===== config.mk =====
export PLATFORM = sky130hd
export DESIGN_NAME = fwd_hazard_unit
export DESIGN_NICKNAME = d
export VERILOG_FILES = /design/src/rtl/fwd_hazard_unit.sv
export SDC_FILE = /design/constraint.sdc
export NUM_CORES = 1
export LEC_CHECK = 0
export ABC_CLOCK_PERIOD_IN_PS = 3600
export BUFFER_PORTS_ARGS = -buffer_cell sky130_fd_sc_hd__buf_2
export CAP_MARGIN = 20
export CORE_MARGIN = 3
export CORE_UTILIZATION = 40
export CTS_CLUSTER_SIZE = 20
export DETAILED_ROUTE_END_ITERATION = 8
export GPL_ROUTABILITY_DRIVEN = 0
export GPL_TIMING_DRIVEN = 0
export REMOVE_ABC_BUFFERS = 1
export SLEW_MARGIN = 20
export SYNTH_ARGS = -nofsm -noshare
export SYNTH_HDL_FRONTEND = slang
export SYNTH_SLANG_ARGS = --single-unit

===== constraint.sdc =====
create_clock -name clk -period 3.6 [get_ports clk]
set_input_delay 0.18 -clock clk [delete_from_list [all_inputs] [get_ports clk]]
set_output_delay 0.18 -clock clk [all_outputs]
set_load 0.01 [all_outputs]

===== src/rtl/fwd_hazard_unit.sv =====
// fwd_hazard_unit
//   Operand-forwarding and hazard checker that sits beside the ID stage.
//   For each decoded source register it picks where the operand comes from
//   (register file or one of NSTAGE downstream stages), decides whether the
//   instruction may issue, tracks the multi-cycle HI/LO multiply/divide unit
//   and keeps a saturating count of stalled cycles.
//
// Ports:
//   clk, resetn   clock (rising edge), asynchronous active-low reset
//   stage_dest    destination register of stage k at [5k+4:5k]
//   stage_wen     stage k holds a valid register write
//   stage_rdy     stage k result can be forwarded now
//   id_src        source register j at [5j+4:5j]
//   id_need       source j is actually read
//   id_valid      ID holds a valid instruction
//   id_md_op      instruction starts a multiply/divide
//   id_is_div     with id_md_op: divide, else multiply
//   id_hilo_rd    instruction reads HI/LO
//   cnt_clr       synchronous clear of stall_cnt
//   src_sel       per source: 0 = regfile, k+1 = stage k
//   id_ready      instruction may issue this cycle
//   md_busy       HI/LO unit busy
//   stall_cnt     cycles with id_valid=1 and id_ready=0 (saturating)

module fwd_hazard_unit #(
  parameter int NSRC    = 2,
  parameter int NSTAGE  = 3,
  parameter int MUL_LAT = 4,
  parameter int DIV_LAT = 32,
  parameter int SELW    = $clog2(NSTAGE + 1)
) (
  input  logic                   clk,
  input  logic                   resetn,
  input  logic [NSTAGE*5-1:0]    stage_dest,
  input  logic [NSTAGE-1:0]      stage_wen,
  input  logic [NSTAGE-1:0]      stage_rdy,
  input  logic [NSRC*5-1:0]      id_src,
  input  logic [NSRC-1:0]        id_need,
  input  logic                   id_valid,
  input  logic                   id_md_op,
  input  logic                   id_is_div,
  input  logic                   id_hilo_rd,
  input  logic                   cnt_clr,
  output logic [NSRC*SELW-1:0]   src_sel,
  output logic                   id_ready,
  output logic                   md_busy,
  output logic [31:0]            stall_cnt
);

  localparam logic [7:0] MulLat8 = 8'(MUL_LAT);
  localparam logic [7:0] DivLat8 = 8'(DIV_LAT);

  logic        data_ok;
  logic        md_ok;
  logic        issue;
  logic [7:0]  md_cnt_q, md_cnt_d;
  logic        md_busy_q;
  logic [31:0] stall_cnt_q, stall_cnt_d;

  // Forwarding select: scan stages youngest first and stop at the first
  // match, so an older ready copy never hides a younger pending write.
  always_comb begin : fwd_sel
    logic found;
    src_sel = '0;
    data_ok = 1'b1;
    found   = 1'b0;
    for (int j = 0; j < NSRC; j++) begin
      found = 1'b0;
      for (int k = 0; k < NSTAGE; k++) begin
        if (!found && id_need[j] && (id_src[5*j +: 5] != 5'd0) &&
            stage_wen[k] && (stage_dest[5*k +: 5] == id_src[5*j +: 5])) begin
          found = 1'b1;
          src_sel[SELW*j +: SELW] = SELW'(k + 1);
          if (!stage_rdy[k]) begin
            data_ok = 1'b0;
          end
        end
      end
    end
  end

  // Only instructions that touch HI/LO wait for the multiply/divide unit.
  always_comb begin
    md_ok    = !md_busy_q || !(id_md_op || id_hilo_rd);
    id_ready = data_ok && md_ok;
    issue    = id_valid && id_ready;
  end

  // HI/LO busy counter: loaded on md issue, counts down to zero otherwise.
  always_comb begin
    md_cnt_d = md_cnt_q;
    if (issue && id_md_op) begin
      md_cnt_d = id_is_div ? DivLat8 : MulLat8;
    end else if (md_cnt_q != 8'd0) begin
      md_cnt_d = md_cnt_q - 8'd1;
    end
  end

  // Stall counter: clear wins over increment, and it sticks at all-ones.
  always_comb begin
    stall_cnt_d = stall_cnt_q;
    if (cnt_clr) begin
      stall_cnt_d = 32'd0;
    end else if (id_valid && !id_ready && (stall_cnt_q != 32'hFFFF_FFFF)) begin
      stall_cnt_d = stall_cnt_q + 32'd1;
    end
  end

  // State registers; md_busy is registered from the next counter value so it
  // is high exactly while the counter holds a nonzero value.
  always_ff @(posedge clk or negedge resetn) begin
    if (!resetn) begin
      md_cnt_q    <= 8'd0;
      md_busy_q   <= 1'b0;
      stall_cnt_q <= 32'd0;
    end else begin
      md_cnt_q    <= md_cnt_d;
      md_busy_q   <= (md_cnt_d != 8'd0);
      stall_cnt_q <= stall_cnt_d;
    end
  end

  assign md_busy   = md_busy_q;
  assign stall_cnt = stall_cnt_q;

endmodule

Word-level counts from Yosys, hierarchy flattened
Index checks and enable logic that the tools add are counted.

operators by class
  $add $sub $neg = 2
  eq/ne operators = 7
  multiplexer cells = 27
  reduce and logical (&&, ||, !) cells = 41

operators with widths
  operator                                                            number
  32-bit 2-to-1 mux                                                   2
  32-bit by 1-bit adder with 32-bit output, second input constant     1
  32-bit != test, second input constant                               1
  5-bit == test                                                       6
  1-bit logical AND                                                   27
  1-bit 2-to-1 mux                                                    18
  8-bit 2-to-1 mux                                                    2
  8-bit nonzero test                                                  2
  5-bit nonzero test                                                  2
  2-bit 2-to-1 mux                                                    4
  8-bit by 1-bit subtractor with 8-bit output, second input constant  1
  1-bit logical NOT                                                   7
  6-bit 2-to-1 mux                                                    1
  1-bit logical OR                                                    2
  2-bit nonzero test                                                  1

storage, ports and cells
  register bits after elaboration = 41
  bits of input ports = 40
  word-level logic and storage cells = 80

Logic depth before layout (Yosys ltp)
  depth after elaboration = 29
  mapped depth = 10
  gate-level depth less buffers = 8

Least setup slack after synthesis
Ideal clock, no wire load.

  kind = register -> register
  start = reg stall_cnt_q[3] (netlist: stall_cnt[3])
  end = reg stall_cnt_q[13] (netlist: stall_cnt[13])
  setup time = 0.127 ns
  arrival time = 2.157 ns
  data required time = 3.473 ns
  slack = 1.315 ns
  cell stages (with the launch flop) = 10
  path buffers = 2
  period minus slack after synthesis = 2.285 ns
  path through = dfrtp_1 > nand4_1 > nor4_4 > nand4_1 > o21a_1 > buf_2 > buf_2 > nand3_1 > nor2_1 > mux2_1

on the way
  longest elaborated chain between the ends = 3
  elaborated cells on any way between the ends = 6
  classes of those cells = add/sub: 1; eq/ne: 1; mux: 2; reduce/logical: 2

ends and longest elaborated chain
  element                                                                     RTL line  text
  start: declaration                                                          58        logic [31:0] stall_cnt_q, stall_cnt_d;
  start signal: assignment                                                    119       stall_cnt_q <= stall_cnt_d;
  32-bit by 1-bit adder with 32-bit output or 32-bit != test (tied branches)  105, 104
  32-bit 2-to-1 mux or 1-bit logical AND (tied branches)                      104       end else if (id_valid && !id_ready && (stall_cnt_q != 32'hFFFF_FFFF)) begin
  32-bit 2-to-1 mux or 2-bit nonzero test (tied branches)                     --

Parallel ways exist; a longest one is shown, timed or not. The select of a mux whose other input is x is not followed.
A chain may end at the register's enable or synchronous reset.

Final worst setup path
  start = reg stall_cnt_q[3] (netlist: stall_cnt[3])
  end = reg stall_cnt_q[28] (netlist: stall_cnt[28])

Same word-level chain as after synthesis.

==> results.json <==
{
  "status": "finished clean",
  "antenna_found_initial": 0,
  "yosysTopAreaCellShare": 0.351,
  "cp.required_ns": 3.79,
  "worstSetupStartpoint": "stall_cnt[3]$_DFFE_PN0P_",
  "leakage_nw": 1.52,
  "fin_util": 0.494,
  "path_cells": "nand4_1, nor4_4, nand4_1, o21ai_1, nor3_1, mux2_4",
  "die_area_um2": 8360,
  "skew_ns": 0.00969,
  "fin_crit_ns": 3.23,
  "clkSinkCount": 41,
  "reg2reg_from": "stall_cnt[3]$_DFFE_PN0P_",
  "antennaDiodeCount": 0,
  "clock.fmax_mhz": 310,
  "placed_cells": 484,
  "synth.cell_area_um2": 2920,
  "ios": 78,
  "synthMostInstantiatedCell": "dfrtp_1",
  "arrival_ns": 3.42,
  "layout_setup_ws_ns": 0.373,
  "path_depth": 6,
  "final_max_slew_viol_count": 0,
  "yosys.area.top_type": "dfrtp_1",
  "grt_pass1_vias": 2696,
  "start_util": 0.421,
  "fin_crit_sh": 0.896,
  "die_w_um": 91.4,
  "synth_commonest_cells": "dfrtp_1, a21oi_1, xor2_1",
  "finalSetupViolCount": 0,
  "worst-path-max-fanout": 14,
  "yosys-top-cells-area": "dfrtp_1, xor2_1, a21oi_1",
  "yosys_warnings": 0,
  "rows": 30,
  "coreArea_um2": 6940,
  "fin_cells": 492,
  "vias_per_cell": 5.61,
  "hp-class": "in -> async",
  "fp.dieH_um": 91.4,
  "grt_usage": 0.180,
  "dr.pass1.iters": 4,
  "rsz0062_at_grt": "false",
  "portBuffers": 77,
  "syn_to_final_growth_pct": 17.4,
  "crit_buf_inv": 0,
  "yosysSeqAreaShare": 0.351,
  "post_drt_wl_per_cell_um": 15.3,
  "crit_top_cell": "nand4_1",
  "max_slew_margin": 0.367,
  "clk_latency_ns": 0.30,
  "num_vias": 2759,
  "drtAntennaViolNets": 0,
  "syn_inst": 331,
  "synth_ff_type": "dfrtp_1",
  "ctsHoldBuffers": 0,
  "avgSynthCellArea_um2": 8.82,
  "r2r_cells": 6,
  "worstMarginPinSlew_ns": 0.949,
  "htreeDepth": 2,
  "wl_um": 7520,
  "drive_gt1_frac": 0.258,
  "tritoncts": "yes",
  "clk_pin_slew_worst_paths_ns": 0.08,
  "synth_cell_types": 50,
  "drt_iter0_drc": 113,
  "hold_viol": 0,
  "p_total_mw": 1.27,
  "dpl_worst_slack_ns": 0.383,
  "crit_path_max_incr_delay_ns": 0.80,
  "numCtsBuffers": 5,
  "drv_cap": 0,
  "cp-end-kind": "register",
  "grt_pass1_wl_um": 12600,
  "critPathKind": "reg -> reg",
  "place_hpwl_um": 5340,
  "r2r_slack_ns": 0.37,
  "cts_root_buffer": "clkbuf_8",
  "fin_nets": 438,
  "clockBufferDepth": 2,
  "r2r_end": "stall_cnt[28]$_DFFE_PN0P_",
  "cpMaxStageDelayCell": "nor4_4",
  "cts_resized": 0,
  "grt_max_degree": 43,
  "synthArstFlopShare": 1.00,
  "peakVddDrop_uv": 201,
  "synth_edf_count": 0,
  "yosys_register_bits": 41,
  "powerDensity_nw_per_um2": 370,
  "overflow": 0,
  "crit_family": "simple AND/OR/NAND/NOR gates",
  "post-cts-setup-buffers": 0,
  "nFillCells": 704,
  "critPathCapture": "stall_cnt[28]$_DFFE_PN0P_",
  "start_kind": "register",
  "drc": 0
}
registers in the layout, indices dropped and copies added (netlist names):
register and flops:
md_busy 1, md_cnt_q 8, stall_cnt 32
area by class of cell:
type                            instances  area [µm²]  area share
Inverter                                2        7.51     0.00219
Sequential cell                        41        1030       0.299
Clock buffer                            6        82.6      0.0241
Timing Repair Buffer                   78         405       0.118
Multi-Input combinational cell        267        1770       0.517
Tap cell                               96         120      0.0350
Clock inverter                          2        13.8     0.00402
logic make-up after synthesis:
logic type,Yosys count,share of synthesized area
AND/OR/NAND/NOR,152,0.307
AO/OA/AOI/OAI,64,0.125
flip-flops,41,0.351
XOR/XNOR,36,0.108
buffers and inverters,23,0.0420
multiplexers,12,0.0544
adder cells (fa/ha/maj),3,0.0129
where the power goes:
part	internal (mW)	switching, mW	leakage [nW]	total, mW
Combinational	0.166	0.213	0.911	0.379
Sequential	0.511	0.0560	0.553	0.567
Clock	0.156	0.168	0.0512	0.323
Total	0.833	0.437	1.52	1.27
placed cells by master, fill, tap and decap left out, types with 2 or more instances in the layout:
cell | Yosys | final
a21oi_1 | 27 | 27
and2_1 | 3 | 3
and3_1 | 14 | 14
and4_1 | 3 | 3
buf_2 | 5 | 77
clkbuf_8 | 0 | 6
dfrtp_1 | 41 | 41
ha_1 | 3 | 3
inv_1 | 2 | 2
mux2_1 | 2 | 2
mux2_4 | 7 | 7
mux2i_1 | 2 | 2
nand2_1 | 16 | 16
nand2b_1 | 3 | 3
nand3_1 | 11 | 11
nand4_1 | 20 | 20
nor2_1 | 21 | 21
nor2b_1 | 9 | 9
nor3_1 | 9 | 9
nor3b_2 | 2 | 2
nor4_1 | 6 | 6
o21a_1 | 3 | 3
o21ai_0 | 11 | 10
o21ai_1 | 11 | 12
o31ai_1 | 4 | 4
or3_1 | 20 | 20
or4_1 | 6 | 6
xnor2_1 | 13 | 13
xor2_1 | 23 | 23
how the worst min path moves through the flow:
stage                                           end  cells after the start
after detailed placement      md_cnt_q[2]$_DFF_PN0_                      2
after floorplan                   md_busy$_DFF_PN0_                      0
final                     stall_cnt[13]$_DFFE_PN0P_                      1
after CTS                 stall_cnt[13]$_DFFE_PN0P_                      1
after global routing      stall_cnt[13]$_DFFE_PN0P_                      1
after global placement        md_cnt_q[2]$_DFF_PN0_                      2
metrics by stage:
step	instance area, µm²	hold WS [ns]	setup TNS (ns)
after CTS	3430	0.0579	0
final	3430	0.0200	0
after global routing	3430	0.0808	0
after global placement	3310	0.380	-0.305
after detailed placement	3330	0.377	0
after floorplan	2810	-0.116	0
metal layers:
| metal | GRT usage | part of all wire | up-vias |
|---|---|---|---|
| li1 | - | - | 1351 |
| met3 | 0.0273 | 0.040 | 13 |
| met5 | 0 | 0 | - |
| met4 | 0.0590 | 0.017 | 0 |
| met1 | 0.238 | 0.46 | 1335 |
| met2 | 0.300 | 0.48 | 60 |
worst register-to-register path, stage by stage (launching register included):
cell and delay [ns]:
dfrtp_1 0.45, nand4_1 0.30, nor4_4 0.80, nand4_1 0.29, o21ai_1 0.79, nor3_1 0.16, mux2_4 0.33
(Power assumes the default switching activity.)
